[src/rtl/mem_join_pkg.sv]
// Shared definitions for the N-channel memory-handshake join (mem_join_ctrl).
// The optional watchdog is enabled by defining MEM_JOIN_TIMEOUT_EN.
package mem_join_pkg;

  localparam logic [1:0] ST_IDLE = 2'd0;
  localparam logic [1:0] ST_WAIT = 2'd1;
  localparam logic [1:0] ST_ACK  = 2'd2;

  typedef enum logic [1:0] {
    IDLE = ST_IDLE,
    WAIT = ST_WAIT,
    ACK  = ST_ACK
  } state_e;

  // Bits needed to hold values 0..v-1; never less than 1.
  function automatic int unsigned clog2(input int unsigned v);
    int unsigned r;
    r = 0;
    for (int i = 0; i < 32; i++) begin
      if ((64'd1 << i) < 64'(v)) r = i + 1;
    end
    return (r == 0) ? 1 : r;
  endfunction

endpackage

[src/rtl/mem_join_ch.sv]
// One join channel: bus request gating, completion flag and read-data capture.
// Part of mem_join_ctrl (optional watchdog: MEM_JOIN_TIMEOUT_EN, handled in the top).
module mem_join_ch
  import mem_join_pkg::*;
#(
  parameter int DATA_W = 32
) (
  input  logic              clk_i,
  input  logic              rst_i,
  input  state_e            state_i,
  input  logic              go_wait_i,
  input  logic              cpu_req_i,
  input  logic              mask_i,
  input  logic              bus_ready_i,
  input  logic [DATA_W-1:0] bus_rdata_i,
  output logic              bus_req_o,
  output logic              hit_o,
  output logic              done_o,
  output logic [DATA_W-1:0] data_o
);

  logic              done_q;
  logic [DATA_W-1:0] data_q;

  // A finished channel drops its request while the others are still pending.
  always_comb begin
    bus_req_o = 1'b0;
    case (state_i)
      IDLE:    bus_req_o = cpu_req_i;
      WAIT:    bus_req_o = mask_i & ~done_q;
      default: bus_req_o = 1'b0;
    endcase
  end

  assign hit_o  = bus_req_o & bus_ready_i;
  assign done_o = done_q;
  assign data_o = data_q;

  always_ff @(posedge clk_i or negedge rst_i) begin
    if (!rst_i) begin
      done_q <= 1'b0;
      data_q <= '0;
    end else begin
      case (state_i)
        IDLE: begin
          // Unfinished channels start from zero so a watchdog abort returns 0.
          if (go_wait_i) begin
            done_q <= hit_o;
            data_q <= hit_o ? bus_rdata_i : '0;
          end
        end
        WAIT: begin
          if (hit_o) begin
            done_q <= 1'b1;
            data_q <= bus_rdata_i;
          end
        end
        ACK:     done_q <= 1'b0;
        default: done_q <= 1'b0;
      endcase
    end
  end

endmodule

[src/rtl/mem_join_ctrl.sv]
// N-channel memory-handshake join: stalls the CPU until every requested bus channel completes.
// Define MEM_JOIN_TIMEOUT_EN to add a watchdog that forces ACK with err_o after TO_CYCLES.
module mem_join_ctrl
  import mem_join_pkg::*;
#(
  parameter int N_CH      = 2,
  parameter int DATA_W    = 32,
  parameter int TO_CYCLES = 255
) (
  input  logic                     clk_i,
  input  logic                     rst_i,
  input  logic [N_CH-1:0]          cpu_req_i,
  output logic [N_CH*DATA_W-1:0]   cpu_rdata_o,
  output logic                     mem_ready_o,
  output logic                     err_o,
  output logic [N_CH-1:0]          bus_req_o,
  input  logic [N_CH-1:0]          bus_ready_i,
  input  logic [N_CH*DATA_W-1:0]   bus_rdata_i
);

  state_e                  state_q;
  logic [N_CH-1:0]         mask_q;
  logic [N_CH-1:0]         req_raw;
  logic [N_CH-1:0]         hit;
  logic [N_CH-1:0]         done;
  logic [N_CH*DATA_W-1:0]  data_flat;
  logic                    ok;
  logic                    go_wait;
  logic                    all_done;
  logic                    expire;

  assign ok       = &(bus_ready_i | ~cpu_req_i);
  assign go_wait  = (state_q == IDLE) & ~ok;
  assign all_done = &(~mask_q | done | hit);

  for (genvar k = 0; k < N_CH; k++) begin : g_ch
    mem_join_ch #(.DATA_W(DATA_W)) u_ch (
      .clk_i       (clk_i),
      .rst_i       (rst_i),
      .state_i     (state_q),
      .go_wait_i   (go_wait),
      .cpu_req_i   (cpu_req_i[k]),
      .mask_i      (mask_q[k]),
      .bus_ready_i (bus_ready_i[k]),
      .bus_rdata_i (bus_rdata_i[k*DATA_W +: DATA_W]),
      .bus_req_o   (req_raw[k]),
      .hit_o       (hit[k]),
      .done_o      (done[k]),
      .data_o      (data_flat[k*DATA_W +: DATA_W])
    );
  end

`ifdef MEM_JOIN_TIMEOUT_EN
  localparam int CNT_W = clog2(TO_CYCLES + 1);
  logic [CNT_W-1:0] cnt_q;
  logic             err_q;
  assign expire = (cnt_q == CNT_W'(TO_CYCLES - 1));
  assign err_o  = rst_i & (state_q == ACK) & err_q;
`else
  logic unused_to_cycles;
  assign unused_to_cycles = (TO_CYCLES == 0);
  assign expire = 1'b0;
  assign err_o  = 1'b0;
`endif

  always_ff @(posedge clk_i or negedge rst_i) begin
    if (!rst_i) begin
      state_q <= IDLE;
      mask_q  <= '0;
`ifdef MEM_JOIN_TIMEOUT_EN
      cnt_q   <= '0;
      err_q   <= 1'b0;
`endif
    end else begin
      case (state_q)
        IDLE: begin
          if (!ok) begin
            state_q <= WAIT;
            mask_q  <= cpu_req_i;
`ifdef MEM_JOIN_TIMEOUT_EN
            cnt_q   <= '0;
`endif
          end
        end
        WAIT: begin
`ifdef MEM_JOIN_TIMEOUT_EN
          cnt_q <= cnt_q + 1'b1;
`endif
          // A completion on the terminal watchdog cycle still counts as success.
          if (all_done) begin
            state_q <= ACK;
`ifdef MEM_JOIN_TIMEOUT_EN
            err_q   <= 1'b0;
`endif
          end else if (expire) begin
            state_q <= ACK;
`ifdef MEM_JOIN_TIMEOUT_EN
            err_q   <= 1'b1;
`endif
          end
        end
        ACK:     state_q <= IDLE;
        default: state_q <= IDLE;
      endcase
    end
  end

  assign bus_req_o   = rst_i ? req_raw : '0;
  assign mem_ready_o = rst_i & (((state_q == IDLE) & ok) | (state_q == ACK));
  assign cpu_rdata_o = (state_q == IDLE) ? bus_rdata_i : data_flat;

endmodule

[config.mk]
export PLATFORM = sky130hd
export DESIGN_NAME = mem_join_ctrl
export DESIGN_NICKNAME = d
export VERILOG_FILES = /design/src/rtl/mem_join_pkg.sv /design/src/rtl/mem_join_ch.sv /design/src/rtl/mem_join_ctrl.sv
export SDC_FILE = /design/constraint.sdc
export NUM_CORES = 1
export LEC_CHECK = 0
export CAP_MARGIN = 0
export CORE_AREA = 4 4 98 100
export CTS_CLUSTER_DIAMETER = 80
export CTS_CLUSTER_SIZE = 24
export DETAILED_ROUTE_END_ITERATION = 12
export DIE_AREA = 0 0 102 104
export HOLD_SLACK_MARGIN = 0.03
export PLACE_DENSITY_LB_ADDON = 0.08
export SYNTH_ARGS = -nofsm -noshare
export SYNTH_HDL_FRONTEND = slang
export SYNTH_HIERARCHICAL = 1
export SYNTH_SLANG_ARGS = --single-unit
[constraint.sdc]
create_clock -name clk_i -period 4.8 [get_ports clk_i]
set_input_delay 0.96 -clock clk_i [delete_from_list [all_inputs] [get_ports clk_i]]
set_output_delay 0.96 -clock clk_i [all_outputs]
set_load 0.05 [all_outputs]
* Yosys cells after proc, flatten, opt, wreduce, memory -nomap -nowiden
Index checks and enable logic that the tools add are counted.
Word-level totals: word-level logic and storage cells 60, memories kept 0, memory bits (read-only) 0, bits in latches 0, bits in writable memories 0, output and inout bits 68, input port bits 70, bits in registers 70
Operators by class: shift operators 0, order comparisons 0, reductions and logical operators 10, multipliers 0, add/subtract/negate cells 0, muxes and demuxes 21, equality and inequality tests 7, divide/modulo/power cells 0, bitwise operators 16
Operators with widths (number):
- two-way mux 32 bit | 6
- one-hot mux 32 bit (2 select lines) | 2
- two-way mux 64 bit | 1
- AND reduction 2 bit | 6
- one-hot mux 1 bit (2 select lines) | 4
- AND 1 bit | 7
- two-way mux 2 bit | 3
- inequality test 2 x 1 -> 1 bit (second input constant) | 3
- OR 2 bit | 3
- AND reduction 3 bit | 2
- two-way mux 1 bit | 4
- inequality test 2 bit (second input constant) | 2
- inverter 2 bit | 2
- one-hot mux 2 bit (2 select lines) | 1
- inverter 1 bit | 3
- == test 2 x 1 -> 1 bit (second input constant) | 1
- == test 2 bit (second input constant) | 1
- logical NOT 2 bit | 1
- nonzero test 2 bit | 1
- OR 1 bit | 1

* Logic depth before layout (Yosys ltp)
Gate-level depths: netlist (run 1).
depth after elaboration 8, gate-level depth with buffers 8, depth with buffers taken out 6

* Cells and area by module
The synthesis (run 1) kept the hierarchy.
Modules (own cells, without submodules):
- mem_join_ch | instances 2, cells each 87, area each 1297.5 um^2
- mem_join_ctrl | instances 1, cells each 95, area each 1217.4 um^2

* Worst setup path after synthesis (run 1)
No wires, ideal clock.
path type input port to output port, start in cpu_req_i[1], end out mem_ready_o, path slack 2.225 ns, required time 3.840 ns, data arrival time 1.615 ns, stages 3, path through nor2b_1 nor2_1 o211a_1
Between the ends: cells in the longest elaborated chain, start to end 6
Ends and longest elaborated chain:
- start, declared | RTL line mem_join_ctrl.sv:12 | input logic [N_CH-1:0] cpu_req_i,
- inverter 2 bit | RTL line mem_join_ctrl.sv:32 | assign ok = &(bus_ready_i | ~cpu_req_i);
- OR 2 bit | RTL line mem_join_ctrl.sv:32
- AND reduction 2 bit | RTL line mem_join_ctrl.sv:32
- AND 1 bit | RTL line mem_join_ctrl.sv:109 | assign mem_ready_o = rst_i & (((state_q == IDLE) & ok) | (state_q == ACK));
- OR 1 bit | RTL line mem_join_ctrl.sv:109
- AND 1 bit | RTL line mem_join_ctrl.sv:109
- end, declared | RTL line mem_join_ctrl.sv:14 | output logic mem_ready_o,
No other way between the ends.

* Worst setup path in the final report (run 1)
start reg state_q[0], end out cpu_rdata_o[58]
Between the ends: cells in the longest elaborated chain, start to end 2
Ends and longest elaborated chain:
- start, declared | RTL line mem_join_ctrl.sv:21 | state_e state_q;
- start signal, assigned | RTL line mem_join_ctrl.sv:68 | state_q <= IDLE;
- start signal, assigned | RTL line mem_join_ctrl.sv:78 | state_q <= WAIT;
- start signal, assigned | RTL line mem_join_ctrl.sv:91 | state_q <= ACK;
- logical NOT 2 bit | RTL line mem_join_ctrl.sv:110 | assign cpu_rdata_o = (state_q == IDLE) ? bus_rdata_i : data_flat;
- two-way mux 64 bit | RTL line mem_join_ctrl.sv:110
- end, declared | RTL line mem_join_ctrl.sv:13 | output logic [N_CH*DATA_W-1:0] cpu_rdata_o,
No other way between the ends.

==> results.md, run 1 <==
* Status: finished, final reports clean
* Full die area at 0.0106 mm2
* Worst-margin pin slew at 1100 ps
* Die height at 104 um
* Count leader, synth: dfrtp_1
* Netlist Area Pre-Place at 0.00381 mm2
* Clock transition at path regs at 80 ps
* Final WL at 8890 um
* Max-cap violation count at 0
* Slew Viols, Final at 0
* Critical Path AT at 2860 ps
* GPL Wtd Cong at 0.758
* Sink Count at 70
* Drt pass-1 iters at 5
* ANT cells at 0
* Critical Path RT at 3840 ps
* Horiz. Die Dim at 102 um
* First-pass GRT wire length at 14800 um
* Worst slew margin at 0.267
* Crit-path max FO at 19
* Post-route DRC violation count at 0
* Min Tclk post-route at 3820 ps
* Starting Density at 0.439
* Post-synth top area share at 0.459
* Worst setup margin at 982 ps
* Final hold slack at 419 ps
* TritonCTS buffer count at 9
* Final setup TNS at 0 ps
* Seq/Total Area, Yosys at 0.459
* Worst r2r path cells at 6
* Share of layout cells above drive strength 1 at 0.240
* Fmax at 262 MHz
* Critical path class: reg -> out
* Largest net degree at the start of global routing at 70
* # IOs at 138
* Worst Setup End Kind: primary output
* VDD IR max at 0.000491 V
* PostCTS Resize Cnt at 0
* Vias per inst at 5.38
* RSZ-0062 raised after global routing: false
* Clk_lat worst skew at 340 ps
* Synthesized area per cell at 14.2 um2
* Final hold viol count at 0
* Final Skew at 7.18 ps
* Pleak at 0.00248 uW
* I/O Buffers at 136
* Cell taking the most area after synthesis: dfrtp_1
* Number of DRC markers in iteration 0 at 131
* CTS Root Cell: clkbuf_8
* Setup repair bufs after CTS at 0
* Hold Path Class: in -> async
* Post-synthesis cell count at 269
* Asr flop ratio synth at 1.00
* Row count at 34
* Post-DP HPWL at 5940 um
* Pwr Density at 809 mW/mm2
* DP Worst Slack at 1040 ps
* Largest cells by area after synthesis: dfrtp_1 46%, mux2_4 20%, a22o_1 14%, buf_6 5.3%, mux2_2 4.1%
* Syn Nets at 339
* Nets at 470
* CTS tree: yes
* Final setup vio count at 0
* Top cells by count, synth: 70 x dfrtp_1, 60 x a22o_1, 52 x mux2_4
* Cts-stage hold buffer count at 0
* Final period util at 0.795
* #FFs+latches synth at 70
* Vias in the first global route at 2859
* Synth Flop Type: dfrtp_1
* Synth cell types at 29
* Post-synth EDFFs at 0
* Crit start category: flop
* Initial antenna violation count at 0
* Via count at 2759
* H-tree depth at 3
* GRT overflow at 0
* Yosys Warn Count at 6
* Area grow syn2layout at 41.3%
* Total GRT Usage at 0.173
* Core ar. at 0.00868 mm2
* Clock Path Buffers at 2
* DR WL/cell at 17.3 um
* Final ANT Viol Nets at 0
[registers in the layout, indices dropped and copies added (netlist names)]
register / flops
state_q: 2
mask_q: 2
g_ch.u_ch/data_o: 64
g_ch.u_ch/done_o: 2
[worst max-delay path, stage by stage (launching register included)]
cell,delay [ps]
dfrtp_1,570
nor2_4,460
buf_4,440
mux2_4,330
clkdlybuf4s50_1,720
[placed cells by master, fill, tap and decap left out]
| master | Yosys | layout |
|---|---|---|
| clkdlybuf4s50_1 | 0 | 135 |
| dfrtp_1 | 70 | 70 |
| a22o_1 | 60 | 60 |
| mux2_4 | 52 | 52 |
| mux2_2 | 14 | 14 |
| clkbuf_8 | 0 | 9 |
| nor2_1 | 7 | 6 |
| nand2b_1 | 6 | 6 |
| inv_1 | 4 | 4 |
| a22o_2 | 4 | 4 |
| buf_4 | 1 | 4 |
| nor3_1 | 3 | 3 |
| bufinv_16 | 0 | 3 |
| and2_1 | 2 | 2 |
| nor2b_1 | 2 | 2 |
| nor3b_1 | 2 | 2 |
| clkinv_4 | 0 | 2 |
| nand3b_1 | 2 | 2 |
| a21boi_0 | 2 | 2 |
| nand3b_4 | 2 | 2 |
| a21oi_4 | 2 | 2 |
| nand4b_1 | 2 | 2 |
| a21o_1 | 2 | 2 |
| nand3_1 | 2 | 2 |
| o21ai_0 | 2 | 2 |
| a311oi_1 | 2 | 2 |
| nor2_4 | 0 | 1 |
| o211a_1 | 1 | 1 |
| o21ai_2 | 1 | 1 |
| a21oi_1 | 1 | 1 |
| a211oi_1 | 1 | 1 |
| conb_1 | 1 | 1 |
| inv_6 | 0 | 1 |
| clkinv_2 | 0 | 1 |
| buf_12 | 0 | 1 |
[cell families (layout without fill, tap and decap cells)]
kind of cell / count (synthesis) / count (layout) / synth area share
AO/OA/AOI/OAI: 78 / 78 / 0.180
flip-flops: 70 / 70 / 0.459
multiplexers: 66 / 66 / 0.246
AND/OR/NAND/NOR: 30 / 30 / 0.0528
buffers and inverters: 24 / 160 / 0.0604
other: 1 / 1 / 0.000984
[layout make-up]
cell class | count | area (um2)
clock buffers | 9 | 124
clock inverters | 7 | 121
fillers | 723 | 3290
inverters | 4 | 15.0
multi-input cells | 175 | 1840
flip-flops and latches | 70 | 1750
well taps | 108 | 135
repair buffers | 140 | 1400
[metal layers]
| layer | vias to the layer above | GRT usage | share of wire |
|---|---|---|---|
| li1 | 1290 | - | - |
| met1 | 1367 | 0.242 | 0.46 |
| met2 | 94 | 0.264 | 0.47 |
| met3 | 8 | 0.0443 | 0.063 |
| met4 | 0 | 0.0487 | 0.013 |
| met5 | - | 0 | 0 |
[metrics by stage]
stage,instance area (um2),instances,power (uW),utilization
after detailed placement,5140,497,3790,0.592
after global routing,5390,513,4570,0.621
after floorplan,3810,269,3130,-
after CTS,5390,513,4400,0.621
after global placement,5140,497,3780,0.592
final,5390,513,4360,0.621
[report_power, final]
group | internal [uW] | switching (uW) | leakage [uW] | total, uW
clock network | 348 | 238 | 0.000124 | 586
logic | 1210 | 1610 | 0.00145 | 2830
registers | 801 | 146 | 0.000911 | 947
[worst paths after layout]
kind                                         start  slack [ps]                       to
hold / removal                               rst_i         420   g_ch[1].u_ch/data_o[2]
hold reg to reg            g_ch[0].u_ch/data_o[30]         500  g_ch[0].u_ch/data_o[30]
max in group asynchronous                    rst_i        3320  g_ch[0].u_ch/data_o[30]
setup / recovery                        state_q[0]         980          cpu_rdata_o[58]
setup reg to reg                        state_q[0]        2110   g_ch[1].u_ch/data_o[1]
min in group clk_i         g_ch[0].u_ch/data_o[30]         500  g_ch[0].u_ch/data_o[30]
Note: power is estimated with default switching activity, not from simulation.
==> inputs of run 2 (changes only) <==
- CORE_AREA: 4 4 98 100 -> 4 4 102 104
- DIE_AREA: 0 0 102 104 -> 0 0 106 108
- clock period: 4.8 -> 3.2 ns (I/O delays scaled with it)
==> results.md, run 2 (same netlist as run 1, synthesis figures left out) <==
* Worst slew margin at 0.500
* Number of DRC markers in iteration 0 at 117
* Crit path buf inv count at 2
* H-tree depth at 3
* Min Tclk post-route at 2960 ps
* Horiz. Die Dim at 106 um
* Setup repair bufs after CTS at 0
* Largest net degree at the start of global routing at 60
* Inst Count DP at 531
* Pleak at 0.00257 uW
* Met1 wire length at 4190 um
* Commonest non-fill, non-tap cells in the layout: 77 x clkdlybuf4s50_1, 71 x buf_4, 70 x dfrtp_1
* Row count at 36
* Final hold viol count at 0
* Vias in the first global route at 2840
* Cell Area, Placed at 0.00509 mm2
* # IOs at 138
* Fmax at 338 MHz
* Max incr delay on CP at 550 ps
* VDD IR max at 0.000447 V
* Critical path class: reg -> out
* Area grow syn2layout at 39.3%
* Final setup TNS at 0 ps
* Worst path most repeated cell: buf_4
* Nets at 479
* PostCTS Resize Cnt at 0
* GRT overflow at 0
* Hold Path Class: in -> async
* Crit-path max FO at 31
* Slew Viols, Final at 0
* Metal3 WL at 511 um
* Worst-margin pin slew at 750 ps
* Final Skew at 12.6 ps
* Met2 routed WL at 4260 um
* Clk_lat worst skew at 340 ps
* Post-DP HPWL at 6180 um
* First-pass GRT wire length at 14700 um
* GPL Wtd Cong at 0.754
* Max-cap violation count at 0
* Drt pass-1 iters at 4
* Crit start category: flop
* Starting Density at 0.399
* Worst-path cell with the longest stage delay: buf_4
* Initial antenna violation count at 0
* Worst Setup End Kind: primary output
* Total GRT Usage at 0.160
* Clock Path Buffers at 2
* Critical Path RT at 2560 ps
* Cts-stage hold buffer count at 0
* Die height at 108 um
* Via count at 2758
* RSZ-0062 raised after global routing: false
* Sink Count at 70
* Commonest non-fill, non-tap cell in the layout: clkdlybuf4s50_1
* Clock transition at path regs at 80 ps
* Post-route cell area at 0.00531 mm2
* Full die area at 0.0114 mm2
* TritonCTS buffer count at 9
* ANT cells at 0
* Share of layout cells above drive strength 1 at 0.391
* Final setup vio count at 0
* DR WL/cell at 16.6 um
* Final WL at 9100 um
* Max layer used: met4
* Vias per inst at 5.04
* CTS Root Cell: clkbuf_8
* Pwr Density at 1200 mW/mm2
* CTS tree: yes
* Status: finished, final reports clean
* Final period util at 0.926
* Critical Path AT at 2320 ps
* Non-Filler Instances at 547
* Max reg flops at 64
* CP top delay family: buffers and inverters
* Post-route DRC violation count at 0
* Final ANT Viol Nets at 0
* Crit-path cells: nor2_4 -> buf_4 -> mux2_2 -> buf_4
* Core ar. at 0.00955 mm2
* I/O Buffers at 136
==> run 2: final cells by class <==
cell class                      instances  area, um2
Tap cell                              133        166
Clock inverter                          5       83.8
Sequential cell                        70       1750
Timing Repair Buffer                  149       1320
Multi-Input combinational cell        175       1840
Inverter                                4       15.0
Fill cell                             832       4240
Clock buffer                           11        131
==> run 2: metal layers <==
metal / GRT usage / vias up
met3: 0.0388 / 11
met4: 0.0564 / 0
met5: 0 / -
li1: - / 1301
met2: 0.253 / 88
met1: 0.216 / 1358
==> run 2: path summary, 6_finish.rpt <==
path | cells after the start | start | slack [ps] | end
min in group clk_i | 1 | g_ch[1].u_ch/data_o[27] | 490 | g_ch[1].u_ch/data_o[27]
hold / removal | 1 | rst_i | 150 | g_ch[1].u_ch/data_o[19]
max in group asynchronous | 2 | rst_i | 2040 | g_ch[0].u_ch/data_o[7]
hold reg to reg | 1 | g_ch[1].u_ch/data_o[27] | 490 | g_ch[1].u_ch/data_o[27]
setup reg to reg | 8 | state_q[0] | 730 | g_ch[0].u_ch/data_o[13]
setup / recovery | 4 | state_q[0] | 240 | cpu_rdata_o[62]
==> run 2: power by group <==
| group | switching, uW | internal [uW] | total (uW) |
|---|---|---|---|
| Sequential | 191 | 1200 | 1390 |
| Clock | 333 | 441 | 774 |
| Combinational | 2470 | 1730 | 4210 |
==> run 2: stage by stage <==
stage | hold WS [ps] | total power [uW] | setup WS (ps) | utilization
final | 154 | 6370 | 238 | 0.556
after global routing | 141 | 6700 | 69.4 | 0.556
after CTS | 142 | 6450 | 157 | 0.556
after detailed placement | 478 | 5640 | 383 | 0.534
after global placement | 481 | 5620 | 455 | 0.534
after floorplan | 344 | 4690 | 1170 | -
